[config.mk]
export PLATFORM = sky130hd
export DESIGN_NAME = cpu6_memstage_lsu
export DESIGN_NICKNAME = d
export VERILOG_FILES = /design/src/rtl/cpu6_memstage_lsu.sv
export SDC_FILE = /design/constraint.sdc
export NUM_CORES = 1
export LEC_CHECK = 0
export BUFFER_PORTS_ARGS = -buffer_cell sky130_fd_sc_hd__buf_2
export CAP_MARGIN = 20
export CORE_MARGIN = 10
export CORE_UTILIZATION = 35
export DETAILED_ROUTE_END_ITERATION = 10
export SYNTH_ARGS = -nofsm -noshare
export SYNTH_HDL_FRONTEND = slang
export SYNTH_SLANG_ARGS = --single-unit
[constraint.sdc]
create_clock -name clk -period 2.3 [get_ports clk]
set_clock_uncertainty 0.05 [all_clocks]
set_input_delay 0.345 -clock clk [delete_from_list [all_inputs] [get_ports clk]]
set_output_delay 0.345 -clock clk [all_outputs]
set_load 0.01 [all_outputs]
[src/rtl/cpu6_memstage_lsu.sv]
// MEM-stage load/store unit: issues one req/ack bus access per M-stage
// memory instruction, stalls the pipeline until it completes, and formats loads.
module cpu6_memstage_lsu #(
    parameter int unsigned CPU6_XLEN         = 32,
    parameter int unsigned CPU6_LSWIDTH_SIZE = 2
) (
    input  logic                         clk,
    input  logic                         reset,
    input  logic                         flashM,
    input  logic [CPU6_LSWIDTH_SIZE-1:0] lswidthM,
    input  logic                         loadsignextM,
    input  logic                         memwriteM,
    input  logic                         memtoregM,
    input  logic [CPU6_XLEN-1:0]         writedataM,
    input  logic [CPU6_XLEN-1:0]         aluoutM,
    output logic                         mem_req,
    output logic                         mem_we,
    output logic [CPU6_XLEN-1:0]         mem_addr,
    output logic [3:0]                   mem_be,
    output logic [CPU6_XLEN-1:0]         mem_wdata,
    input  logic                         mem_ack,
    input  logic [CPU6_XLEN-1:0]         mem_rdata,
    output logic [CPU6_XLEN-1:0]         readdataM,
    output logic                         stallM,
    output logic                         misalignM
);

    localparam int unsigned XLEN = CPU6_XLEN;
    localparam int unsigned LSW  = CPU6_LSWIDTH_SIZE;

    localparam logic [LSW-1:0] LSW_BYTE = LSW'(0);
    localparam logic [LSW-1:0] LSW_HALF = LSW'(1);

    typedef enum logic [1:0] {
        ST_IDLE = 2'd0,
        ST_BUSY = 2'd1,
        ST_DONE = 2'd2
    } state_e;

    state_e            state_q, state_d;
    logic              req_q, req_d;
    logic              we_q, we_d;
    logic [XLEN-1:0]   addr_q, addr_d;
    logic [3:0]        be_q, be_d;
    logic [XLEN-1:0]   wdata_q, wdata_d;
    logic [1:0]        off_q, off_d;
    logic [LSW-1:0]    width_q, width_d;
    logic              sext_q, sext_d;
    logic              abort_q, abort_d;
    logic [XLEN-1:0]   rdata_q, rdata_d;

    logic              is_byte_c;
    logic              is_half_c;
    logic              access_c;
    logic              misaligned_c;
    logic [3:0]        be_c;
    logic [XLEN-1:0]   wdata_c;
    logic [15:0]       shifted_c;
    logic [XLEN-1:0]   load_c;

    // Decode of the M-stage request: access condition, alignment, lanes.
    always_comb begin
        is_byte_c    = (lswidthM == LSW_BYTE);
        is_half_c    = (lswidthM == LSW_HALF);
        access_c     = (memwriteM | memtoregM) & ~flashM;
        misaligned_c = (is_half_c & aluoutM[0])
                     | (~is_byte_c & ~is_half_c & (aluoutM[1:0] != 2'b00));
        if (is_byte_c) begin
            be_c    = 4'b0001 << aluoutM[1:0];
            wdata_c = {(XLEN/8){writedataM[7:0]}};
        end else if (is_half_c) begin
            be_c    = 4'b0011 << {aluoutM[1], 1'b0};
            wdata_c = {(XLEN/16){writedataM[15:0]}};
        end else begin
            be_c    = 4'b1111;
            wdata_c = writedataM;
        end
    end

    // Load alignment and extension, using the attributes latched at issue.
    always_comb begin
        shifted_c = 16'(mem_rdata >> {off_q, 3'b000});
        if (width_q == LSW_BYTE) begin
            load_c = {{(XLEN-8){sext_q & shifted_c[7]}}, shifted_c[7:0]};
        end else if (width_q == LSW_HALF) begin
            load_c = {{(XLEN-16){sext_q & shifted_c[15]}}, shifted_c[15:0]};
        end else begin
            load_c = mem_rdata;
        end
    end

    // Next-state and register updates.
    always_comb begin
        state_d = state_q;
        req_d   = req_q;
        we_d    = we_q;
        addr_d  = addr_q;
        be_d    = be_q;
        wdata_d = wdata_q;
        off_d   = off_q;
        width_d = width_q;
        sext_d  = sext_q;
        abort_d = abort_q;
        rdata_d = rdata_q;
        unique case (state_q)
            ST_IDLE: begin
                if (access_c & ~misaligned_c) begin
                    state_d = ST_BUSY;
                    req_d   = 1'b1;
                    we_d    = memwriteM;
                    addr_d  = {aluoutM[XLEN-1:2], 2'b00};
                    be_d    = be_c;
                    wdata_d = wdata_c;
                    off_d   = aluoutM[1:0];
                    width_d = lswidthM;
                    sext_d  = loadsignextM;
                    abort_d = 1'b0;
                end
            end
            ST_BUSY: begin
                // A flushed access still runs to completion on the bus.
                abort_d = abort_q | flashM;
                if (mem_ack) begin
                    req_d   = 1'b0;
                    abort_d = 1'b0;
                    if (abort_q | flashM) begin
                        state_d = ST_IDLE;
                    end else begin
                        state_d = ST_DONE;
                        if (!we_q) begin
                            rdata_d = load_c;
                        end
                    end
                end
            end
            ST_DONE: begin
                state_d = ST_IDLE;
            end
            default: begin
                state_d = ST_IDLE;
                req_d   = 1'b0;
                abort_d = 1'b0;
            end
        endcase
    end

    always_ff @(posedge clk) begin
        if (reset) begin
            state_q <= ST_IDLE;
            req_q   <= 1'b0;
            we_q    <= 1'b0;
            addr_q  <= '0;
            be_q    <= '0;
            wdata_q <= '0;
            off_q   <= '0;
            width_q <= '0;
            sext_q  <= 1'b0;
            abort_q <= 1'b0;
            rdata_q <= '0;
        end else begin
            state_q <= state_d;
            req_q   <= req_d;
            we_q    <= we_d;
            addr_q  <= addr_d;
            be_q    <= be_d;
            wdata_q <= wdata_d;
            off_q   <= off_d;
            width_q <= width_d;
            sext_q  <= sext_d;
            abort_q <= abort_d;
            rdata_q <= rdata_d;
        end
    end

    // Stall covers the issue cycle and every BUSY cycle; misalign is a same-cycle flag.
    assign stallM    = (state_q == ST_BUSY)
                     | ((state_q == ST_IDLE) & access_c & ~misaligned_c);
    assign misalignM = (state_q == ST_IDLE) & access_c & misaligned_c;

    assign mem_req   = req_q;
    assign mem_we    = we_q;
    assign mem_addr  = addr_q;
    assign mem_be    = be_q;
    assign mem_wdata = wdata_q;
    assign readdataM = rdata_q;

endmodule

After elaboration in Yosys (flattened, before gate mapping)
Cells that the tools add are included.
Storage, ports and cells
  flip-flop bits (word level): 108
  output and inout bits: 104
Cells by class
  shifts and indexed selects: 3
  bitwise gates (word level): 21
  eq/ne operators: 6
  muxes and demuxes: 16
  reduce and logical (&&, ||, !) cells: 9
Operators with widths (count)
  2-to-1 mux 32 bit: 4
  right shift 32 x 5 -> 16 bit: 1
  AND 1 bit: 10
  2-to-1 mux 4 bit: 2
  NOT 1 bit: 7
  equality test 2 x 1 -> 1 bit, second input constant: 3
  zero test 2 bit: 3
  2-to-1 mux 2 bit: 3
  one-hot mux 1 bit (3 select lines): 2
  AND reduction 2 bit: 3
  2-to-1 mux 1 bit: 4
  != test 2 bit, second input constant: 2
  bitwise OR 1 bit: 4
  one-hot mux 2 bit (2 select lines): 1
  AND reduction 4 bit: 1
  left shift 1 x 2 -> 4 bit, first input constant: 1
  left shift 2 x 2 -> 4 bit, first input constant: 1
  AND reduction 3 bit: 1
  equality test 2 bit, second input constant: 1
  nonzero test 2 bit: 1

Logic depth before layout (Yosys ltp)
Gate-level depths: netlist of the first run.
  word-level depth: 9
  depth in mapped cells: 7
  depth with buffers taken out: 4

Worst setup path after synthesis of the first run
No wires, ideal clock.
  kind: register -> register
  start: register we_q (netlist: mem_we)
  end: register rdata_q[23] (netlist: readdataM[23])
  clock period less this slack: 1786 ps
  path slack: 514 ps
  cell stages (with the launch flop): 7
  required time: 2116 ps
  arrival: 1602 ps
  cell sequence: dfxtp_1 or4b_4 or2_0 buf_4 a21oi_4 buf_6 a211oi_1
Between the ends
  longest elaborated chain between the ends: 2
RTL lines
  start: declaration: line 42  | logic we_q, we_d;
  start signal: assignment: line 163  | we_q <= we_d;
  NOT 1 bit (no line)
  AND reduction 4 bit (no line)
  end signal: assignment: line 171  | rdata_q <= rdata_d;
  end: declaration: line 50  | logic [XLEN-1:0] rdata_q, rdata_d;
Every way passes these cells.
A chain may end at the register's enable or synchronous reset.

Worst setup path in the final report of the first run
  start: register abort_q
  end: register rdata_q[24] (netlist: readdataM[24])
Between the ends
  longest elaborated chain between the ends: 3
RTL lines
  start: declaration: line 49  | logic abort_q, abort_d;
  start signal: assignment: line 170  | abort_q <= abort_d;
  bitwise OR 1 bit: line 126  | if (abort_q | flashM) begin
  NOT 1 bit (no line)
  AND reduction 4 bit (no line)
Every way passes these cells.

==> results of run 1 <==
[critical path, stage by stage (launching register included)]
cell and delay (ns):
dfxtp_1 0.32, or4b_4 0.54, or2_0 0.34, a21oi_4 0.42
a211oi_1 0.14
[registers in the layout (all words and copies together) (netlist names)]
| signal | cells |
|---|---|
| sext_q | 1 |
| mem_req | 1 |
| abort_q | 1 |
| mem_wdata | 32 |
| readdataM | 32 |
| mem_we | 1 |
| mem_be | 4 |
| mem_addr | 30 |
| off_q | 2 |
| state_q | 2 |
| width_q | 2 |
[stage by stage]
stage	hold WS (ns)	setup slack (ns)
after global routing	0.1781	0.2230
after detailed placement	0.3879	0.2017
after CTS	0.1617	0.3220
final	0.1783	0.3534
after global placement	0.3843	0.2484
after floorplan	0.3708	0.5136
[where the power goes]
part / switching [mW] / internal [mW]
Combinational: 0.383 / 0.276
Sequential: 0.0515 / 1.96
Clock: 0.713 / 1.02
[area by class of cell]
type / instances / area share
multi-input cells: 431 / 0.3717
flip-flops and latches: 108 / 0.3464
well taps: 176 / 0.03528
inverters: 3 / 0.001804
clock buffers: 11 / 0.04050
repair buffers: 222 / 0.1909
clock inverters: 5 / 0.01343
[layout by cell type (no fill, tap or decap), types with 3 or more instances in the layout]
cell type,synthesis,routed
buf_12,0,3
nor2_1,56,56
mux2i_1,27,27
a21oi_1,74,74
o21ai_0,17,17
clkbuf_16,0,9
buf_4,4,14
a311oi_1,10,10
a211oi_1,32,32
dfxtp_1,108,108
a221o_1,8,8
inv_1,3,3
nand2_1,159,159
o221ai_1,7,7
buf_2,9,205
nor2b_1,3,3
nand2b_1,10,10
nor3b_1,7,7
[metal layers]
layer	global-route usage	up-vias
met4	0.07041	0
met5	0	-
li1	-	2392
met2	0.2678	156
met1	0.1947	2201
met3	0.06162	24
[cells by family after synthesis]
group / after synthesis
AOI/OAI and AO/OA: 155
buffers and inverters: 56
DFF: 108
muxes: 28
other: 1
and+or+nand+nor: 246
[synth_stat cells (all sizes together)]
library cell,count
a2111oi,1
a211oi,32
a21oi,76
a221o,8
a311oi,10
and3b,1
buf,23
clkbuf,30
conb,1
dfxtp,108
inv,3
mux2,1
mux2i,27
nand2,159
nand2b,10
nor2,57
nor2b,3
nor3,2
nor3b,7
nor4,2
o211a,1
o211ai,1
o21ai,17
o21ba,1
o221ai,7
o311a,1
or2,3
or3b,1
or4b,1
[worst max path at each step]
stage | slack [ns] | depth (start not counted) | startpoint | endpoint
2_1_floorplan | 0.51 | 6 | mem_we$_SDFFE_PP0P_ | readdataM[23]$_SDFFE_PP0P_
3_3_place_gp | 0.25 | 5 | flashM | readdataM[23]$_SDFFE_PP0P_
3_5_place_dp | 0.20 | 5 | flashM | readdataM[24]$_SDFFE_PP0P_
4_1_cts | 0.32 | 4 | abort_q$_SDFFE_PP0P_ | readdataM[24]$_SDFFE_PP0P_
5_1_grt | 0.22 | 4 | abort_q$_SDFFE_PP0P_ | readdataM[24]$_SDFFE_PP0P_
6_report | 0.35 | 4 | abort_q$_SDFFE_PP0P_ | readdataM[24]$_SDFFE_PP0P_
==> impl_summary.txt, run 1 <==
----------------------------------------------------
[Clock network]
  Clock-pin slew reported for the worst setup and hold paths after clock tree synthesis ... approximately 0.070 ns
  H-tree depth ... 3
  Post-CTS Setup Inserts ... 0
  # hold bufs at CTS ... 0
  Clock tree from TritonCTS ... done
  Master cell of the clock root buffer ... clkbuf_16
  Number of buffers between clock root and the deepest sink ... 2
  Skew-Pair Late Insertion Delay ... roughly 0.35 ns
  TritonCTS Sinks ... roughly 110
  Total clock buffers created by CTS ... 9
  Total of cells resized after clock tree synthesis ... 0

[Placed design]
  Input/output buffers ... between 200 and 250
  DP Wirelength ... between 10000 and 15000 um
  Total instance count after detailed placement ... 940
  Final weighted congestion in routability-driven placement ... roughly 0.84
  Area after detailed placement ... 5904 um2

[Die]
  Initial Util ... 0.3560
  I/O Pins ... ~210
  Die span in x ... about 140 um
  Core Footprint ... between 10000 and 15000 um2
  DIE AREA ... about 19000 um2
  Die Y-Extent ... ~140 um
  Cell row count ... 42

[STA]
  Setup repair after global routing missed its margin ... false
  Final Hold Viols ... 0
  Period utilization ... 0.8464
  Max Freq ... just over 500 MHz
  Final setup fails ... 0
  Slew at the pin with the worst max-slew slack ... about 0.7 ns
  Final number of max-transition violations ... 0
  Worst slew slack as a fraction of its limit ... 0.5456
  Clock period minus final worst setup slack ... roughly 1.9 ns
  Accumulated negative setup slack ... 0 ns

[Critical path]
  Arrival @ worst endpoint ... about 2.1 ns
  Worst reg2reg endpoint ... readdataM[24]$_SDFFE_PP0P_
  Worst EP required ... 2.46 ns
  Highest fanout seen on the critical path ... 16
  Number of cell instances on the worst register-to-register path ... 4
  Critical path class ... flop to flop
  Flop2flop setup slack ... roughly 0.35 ns
  Element type at the critical path start ... flop
  Category of the worst setup path capture point ... flop
  Launch point of the worst reg-to-reg path ... abort_q$_SDFFE_PP0P_

[Pwr]
  PD cells ... roughly 700 nW/um2
  Cell leakage power ... about 2.7 nW
  Total chip power ... approximately 4.4 mW
  Worst supply voltage drop on vdd ... 358.2 uV

[Global routing]
  Antenna violations before repair ... 0
  Largest net degree at the start of global routing ... 62
  Remaining global-route overflow ... 0
  Vias in the first global route ... slightly below 5000
  Wire length of the first global-routing pass ... ~25000 um
  Global Route Usage Sum ... 0.1662

[Detailed routing]
  Count of TritonRoute iterations in the first routing pass ... 4
  Drt wl/cell ... approximately 16 um
  Via-per-instance ratio ... 4.993
  Met3 wirelength from detailed routing ... 1425 um
  Routed WL ... ~16000 um
  Met1 layer wirelength in the final routing ... ~6600 um
  Highest metal used ... met4
  Total via count after detailed routing ... roughly 4800
  Antenna viol nets, final ... 0
  Final routed DRC violation total ... 0
  DRC marker count from the first detailed-route iteration ... between 300 and 400
  Routed length on met2 ... roughly 7400 um

[Synth]
  Cell count after synthesis ... slightly below 600
  Synthesized-area fraction occupied by and/or/nand/nor cells ... 0.2163
  Adder-cell share of the synthesized area ... 0
  Compound-Gate Fraction of Synth Area ... 0.2128
  Combinational family with the most area after synthesis ... simple AND/OR/NAND/NOR gates
  Register area share after synthesis ... 0.4586
  Total of flip-flops plus latches after synthesis ... ~110
  Mux cell area share after synthesis ... 0.05971
  Biggest area consumer among synthesized cells ... dfxtp_1
  Avg Cell Area, Syn ... between 7 and 8 um2
  Share of the synthesized area in the top cell type ... 0.4586
  Synth Area in XOR/XNOR ... 0
  Area of the mapped netlist ... 4715 um2
  Cell variety after synth ... 35
  Total number of yosys warnings ... 0
  Cells taking the most area after synthesis ... dfxtp_1 (46%), nand2_1 (13%), a21oi_1 (7.9%)

[Layout]
  Share of cells above drive strength 1 ... 0.3179
  ANT cells ... 0
  Number of fill cells ... roughly 1400
  Area Overhead vs Synth ... 32.38%
  Final standard cell area without fillers ... 6241 um2
  Flip-flop and latch area ... 2162 um2
  Area taken by multi-input logic gates ... approximately 2300 um2
  Count of non-filler cells in the finished layout ... between 900 and 1000
  Number of nets in the layout ... a little under 900
  Post-Route Utilization ... 0.4713

[Min path]
  Worst-case hold path end point ... mem_addr[5]$_SDFFE_PP0P_
  Min-delay src ... aluoutM[5]
  Hold Path Cell Cnt ... 3
  Hold/Removal Path Class ... input port to flop

[Run]
  Number of maximum-capacitance constraint violations ... 0

[Run status]
  Run status ... finished clean

----------------------------------------------------
Note: power is estimated with default switching activity, not from simulation.
==> inputs of run 2 (changes only) <==
==> constraint.sdc (replaced) <==
create_clock -name clk -period 1.9 [get_ports clk]
set_clock_uncertainty 0.05 [all_clocks]
set_input_delay 0.285 -clock clk [delete_from_list [all_inputs] [get_ports clk]]
set_output_delay 0.285 -clock clk [all_outputs]
set_load 0.01 [all_outputs]
==> impl_summary.txt, run 2 (synthesis gave the netlist of run 1 again) <==
----------------------------------------------------
[STA]
  Final number of max-transition violations ... 0
  Setup repair after global routing missed its margin ... false
  Minimum hold slack ... about 0.12 ns
  Period utilization ... 0.9280
  Clock period minus final worst setup slack ... roughly 1.8 ns
  Max Freq ... about 570 MHz
  Final setup fails ... 0
  Final Hold Viols ... 0
  Accumulated negative setup slack ... 0 ns

[Run status]
  Run status ... finished clean

[Clock network]
  Total clock buffers created by CTS ... 9
  Number of buffers between clock root and the deepest sink ... 2
  Master cell of the clock root buffer ... clkbuf_16
  Clock-pin slew reported for the worst setup and hold paths after clock tree synthesis ... ~0.070 ns
  Post-CTS Setup Inserts ... 0
  Clock tree from TritonCTS ... done
  # hold bufs at CTS ... 0
  Skew-Pair Late Insertion Delay ... 0.35 ns
  TritonCTS Sinks ... ~110
  H-tree depth ... 3
  Total of cells resized after clock tree synthesis ... 0

[Layout]
  Most frequent standard cell in the layout excluding fill and tap cells ... buf_2
  Number of nets in the layout ... between 800 and 900
  Area Overhead vs Synth ... 32.56%
  Post-Route Utilization ... 0.4719
  Leading cell types in the layout, fill and taps excluded ... buf_2 (205), nand2_1 (159), dfxtp_1 (108)
  Share of cells above drive strength 1 ... 0.3206
  Final standard cell area without fillers ... approximately 6200 um2
  Number of fill cells ... around 1400

[Critical path]
  Crit. Startpoint ... abort_q$_SDFFE_PP0P_
  Worst EP required ... about 2 ns
  Highest fanout seen on the critical path ... 16
  Critical path class ... flop to flop
  Arrival @ worst endpoint ... just under 2 ns
  Category of the worst setup path capture point ... flop
  Launch point of the worst reg-to-reg path ... abort_q$_SDFFE_PP0P_
  Element type at the critical path start ... flop

[Die]
  I/O Pins ... approximately 210
  DIE AREA ... about 19000 um2
  Die Y-Extent ... around 140 um
  Initial Util ... 0.3560
  Cell row count ... 42
  Core Footprint ... between 10000 and 15000 um2
  Die span in x ... around 140 um

[Global routing]
  Global Route Usage Sum ... 0.1686
  Remaining global-route overflow ... 0
  Largest net degree at the start of global routing ... 45
  Wire length of the first global-routing pass ... about 25000 um
  Vias in the first global route ... between 4000 and 5000
  Antenna violations before repair ... 1

[Min path]
  Min-delay src ... aluoutM[10]
  Hold/Removal Path Class ... input port to flop

[Placed design]
  DP Wirelength ... 12340 um
  Final weighted congestion in routability-driven placement ... a little under 0.9
  Input/output buffers ... 206
  Area after detailed placement ... around 6000 um2

[Detailed routing]
  Routed WL ... between 15000 and 20000 um
  Drt wl/cell ... between 15 and 20 um
  Antenna viol nets, final ... 0
  Count of TritonRoute iterations in the first routing pass ... 4
  Via-per-instance ratio ... 5.046
  DRC marker count from the first detailed-route iteration ... about 310
  Final routed DRC violation total ... 0
  Total via count after detailed routing ... slightly below 5000

[Pwr]
  PD cells ... a little over 800 nW/um2
  Worst supply voltage drop on vdd ... between 300 and 400 uV
  Total chip power ... slightly above 5 mW
  Cell leakage power ... approximately 2.7 nW

[Run]
  Number of maximum-capacitance constraint violations ... 0

----------------------------------------------------
## run 2: changes by cell type in the layout (fill, tap and decap cells not counted), sizes merged
| cell | previous run | this run |
|---|---|---|
| bufinv | 2 | 0 |
| clkbuf | 11 | 12 |
| diode | 0 | 1 |
| clkinvlp | 2 | 0 |
| buf | 222 | 225 |
| clkinv | 1 | 4 |
## run 2: critical path, stage by stage (launching register included)
cell and delay (ns):
dfxtp_1 0.32, or4b_4 0.55, or2_1 0.31, a21oi_4 0.17, buf_12 0.16, a211oi_1 0.08
## run 2: metal layers
metal | global-route usage | part of all wire | routed length, um | vias up
met3 | 0.06421 | 0.089 | 1433 | 25
met2 | 0.2732 | 0.48 | 7767 | 147
met1 | 0.1961 | 0.41 | 6518 | 2269
met4 | 0.06864 | 0.020 | 319 | 0
li1 | - | - | - | 2403
met5 | 0 | 0 | 0 | -
## run 2: report_power, final
part           leakage, nW  switching (mW)  internal, mW
Sequential           0.879          0.0593          2.37
Clock                0.142           0.832         0.958
Combinational         1.68           0.475         0.343
Total                 2.70            1.37          3.67
## run 2: worst paths after layout
check,endpoint,cells past startpoint,slack [ns]
worst max register to register,readdataM[29]$_SDFFE_PP0P_,5,0.14
worst max-delay path,readdataM[29]$_SDFFE_PP0P_,5,0.14
worst min register to register,state_q[1]$_SDFFE_PP0P_,1,0.40
worst min-delay path,mem_addr[10]$_SDFFE_PP0P_,3,0.12
## run 2: per-stage QoR
step | instances | setup WS [ns]
2_1_floorplan | 595 | 0.1136
3_3_place_gp | 943 | 0.05494
3_5_place_dp | 943 | 0.02020
4_1_cts | 959 | 0.06996
5_1_grt | 960 | 0.02393
6_report | 960 | 0.1368
## run 2: final cells by class
class                   instances  area, um2  share of cell area
flip-flops and latches        108       2162              0.3459
clock buffers                  12      256.5             0.04104
repair buffers                225       1251              0.2002
well taps                     176      220.2             0.03524
diodes                          1      2.502           0.0004004
multi-input cells             431       2322              0.3716
clock inverters                 4      23.77            0.003804
inverters                       3      11.26            0.001802
==> inputs of run 3 (changes only) <==
==> constraint.sdc (replaced) <==
create_clock -name clk -period 1.9 [get_ports clk]
set_clock_uncertainty 0.05 [all_clocks]
set_input_delay 0.285 -clock clk [delete_from_list [all_inputs] [get_ports clk]]
set_output_delay 0.285 -clock clk [all_outputs]
set_load 0.02 [all_outputs]
==> impl_summary.txt, run 3 (synthesis gave the netlist of run 1 again) <==
----------------------------------------------------
[Clock network]
  TritonCTS Sinks ... approximately 110
  Number of buffers between clock root and the deepest sink ... 2
  H-tree depth ... 3
  Clock tree from TritonCTS ... done
  Clock-pin slew reported for the worst setup and hold paths after clock tree synthesis ... 0.07 ns
  Total clock buffers created by CTS ... 9
  # hold bufs at CTS ... 0
  Skew-Pair Late Insertion Delay ... 0.35 ns
  Master cell of the clock root buffer ... clkbuf_16

[Die]
  I/O Pins ... about 210
  DIE AREA ... 18510 um2
  Die span in x ... around 140 um
  Core Footprint ... 13240 um2
  Cell row count ... 42
  Die Y-Extent ... about 140 um
  Initial Util ... 0.3560

[Critical path]
  Worst reg2reg endpoint ... readdataM[29]$_SDFFE_PP0P_
  Highest fanout seen on the critical path ... 16
  Worst EP required ... 2.09 ns
  Flop2flop setup slack ... ~0.13 ns
  Category of the worst setup path capture point ... flop
  Critical path class ... flop to flop
  Launch point of the worst reg-to-reg path ... off_q[1]$_SDFFE_PP0P_
  Arrival @ worst endpoint ... 1.96 ns
  Element type at the critical path start ... flop
  Number of cell instances on the worst register-to-register path ... 5
  Worst setup path end ... readdataM[29]$_SDFFE_PP0P_
  Crit. Startpoint ... off_q[1]$_SDFFE_PP0P_

[Pwr]
  PD cells ... just over 800 nW/um2
  Total chip power ... between 5 and 6 mW
  Worst supply voltage drop on vdd ... around 340 uV
  Cell leakage power ... ~2.7 nW

[STA]
  Setup repair after global routing missed its margin ... false
  Max Freq ... between 500 and 600 MHz
  Final setup fails ... 0
  Worst slew slack as a fraction of its limit ... 0.6236
  Period utilization ... 0.9336
  Accumulated negative setup slack ... 0 ns
  Slew at the pin with the worst max-slew slack ... 0.5646 ns
  Final Hold Viols ... 0
  Final number of max-transition violations ... 0
  Clock period minus final worst setup slack ... roughly 1.8 ns

[Run status]
  Run status ... finished clean

[Min path]
  Hold/Removal Path Class ... input port to flop

[Layout]
  Share of cells above drive strength 1 ... 0.3206
  Area Overhead vs Synth ... 32.64%
  Number of nets in the layout ... approximately 880
  ANT cells ... 0
  Final standard cell area without fillers ... around 6300 um2
  Leading cell types in the layout, fill and taps excluded ... buf_2 (205), nand2_1 (159), dfxtp_1 (108)
  Most frequent standard cell in the layout excluding fill and tap cells ... buf_2

[Detailed routing]
  Routed WL ... 15830 um
  Antenna viol nets, final ... 0
  Total via count after detailed routing ... 4784
  Drt wl/cell ... between 15 and 20 um
  DRC marker count from the first detailed-route iteration ... 290
  Via-per-instance ratio ... around 5.0
  Final routed DRC violation total ... 0
  Count of TritonRoute iterations in the first routing pass ... 4

[Placed design]
  Area after detailed placement ... about 6000 um2
  DP Wirelength ... about 12000 um
  Final weighted congestion in routability-driven placement ... between 0.8 and 0.9
  Input/output buffers ... approximately 200

[Global routing]
  Vias in the first global route ... around 4800
  Remaining global-route overflow ... 0
  Global Route Usage Sum ... 0.1651
  Largest net degree at the start of global routing ... 50
  Antenna violations before repair ... 0
  Wire length of the first global-routing pass ... around 25000 um

[Run]
  Number of maximum-capacitance constraint violations ... 0

----------------------------------------------------
## run 3: cell count changes in the layout (fill, tap and decap cells not counted), sizes merged
cell | previous run | this run
clkinv | 4 | 0
clkinvlp | 0 | 3
buf | 225 | 226
diode | 1 | 0
## run 3: through the flow
stage	util	hold slack, ns	setup WS (ns)	std cells
detailed placement	0.4510	0.3956	0.01287	944
global route	0.4722	0.1049	0.05468	959
floorplan	-	0.3676	0.06373	595
CTS	0.4720	0.1035	0.06291	959
global placement	0.4510	0.3838	0.05684	944
finish	0.4722	0.1140	0.1262	959
## run 3: layout make-up
cell class | count | area, um2
clock buffer | 12 | 256.5
clock inverter | 3 | 22.52
fill | 1402 | 6989
inverter | 3 | 11.26
multi-input combinational | 431 | 2322
sequential | 108 | 2162
tap | 176 | 220.2
timing repair buffer | 226 | 1259
## run 3: critical path: stages (launching register included)
cell and delay, ns:
dfxtp_1 0.47, mux2_2 0.39, a221o_1 0.37, a21oi_4 0.16, buf_12 0.16, a211oi_1 0.08
## run 3: how the worst min path moves through the flow
stage,start,to,slack [ns],depth (start not counted)
after floorplan,mem_ack,state_q[1]$_SDFFE_PP0P_,0.37,2
after global placement,abort_q$_SDFFE_PP0P_,state_q[1]$_SDFFE_PP0P_,0.38,1
after detailed placement,mem_addr[21]$_SDFFE_PP0P_,mem_addr[21]$_SDFFE_PP0P_,0.40,2
after CTS,aluoutM[16],mem_addr[16]$_SDFFE_PP0P_,0.10,3
after global routing,aluoutM[16],mem_addr[16]$_SDFFE_PP0P_,0.10,3
final,aluoutM[24],mem_addr[24]$_SDFFE_PP0P_,0.11,3
## run 3: metal layers
layer	global-route usage	vias to the layer above	wire [um]
li1	-	2397	-
met1	0.1946	2213	6751
met2	0.2662	150	7332
met3	0.05941	24	1428
met4	0.06864	0	315
met5	0	-	0
## run 3: report_power, final
part	total, mW	internal (mW)	switching (mW)
Sequential	2.43	2.37	0.0603
Clock	1.78	0.955	0.829
Combinational	0.896	0.345	0.551
Total	5.11	3.67	1.44
## run 3: what timing repair did
action	4_1_cts	5_1_grt
resized for setup	0	2
endpoints found under the setup margin	0	10
buffers inserted	0	0
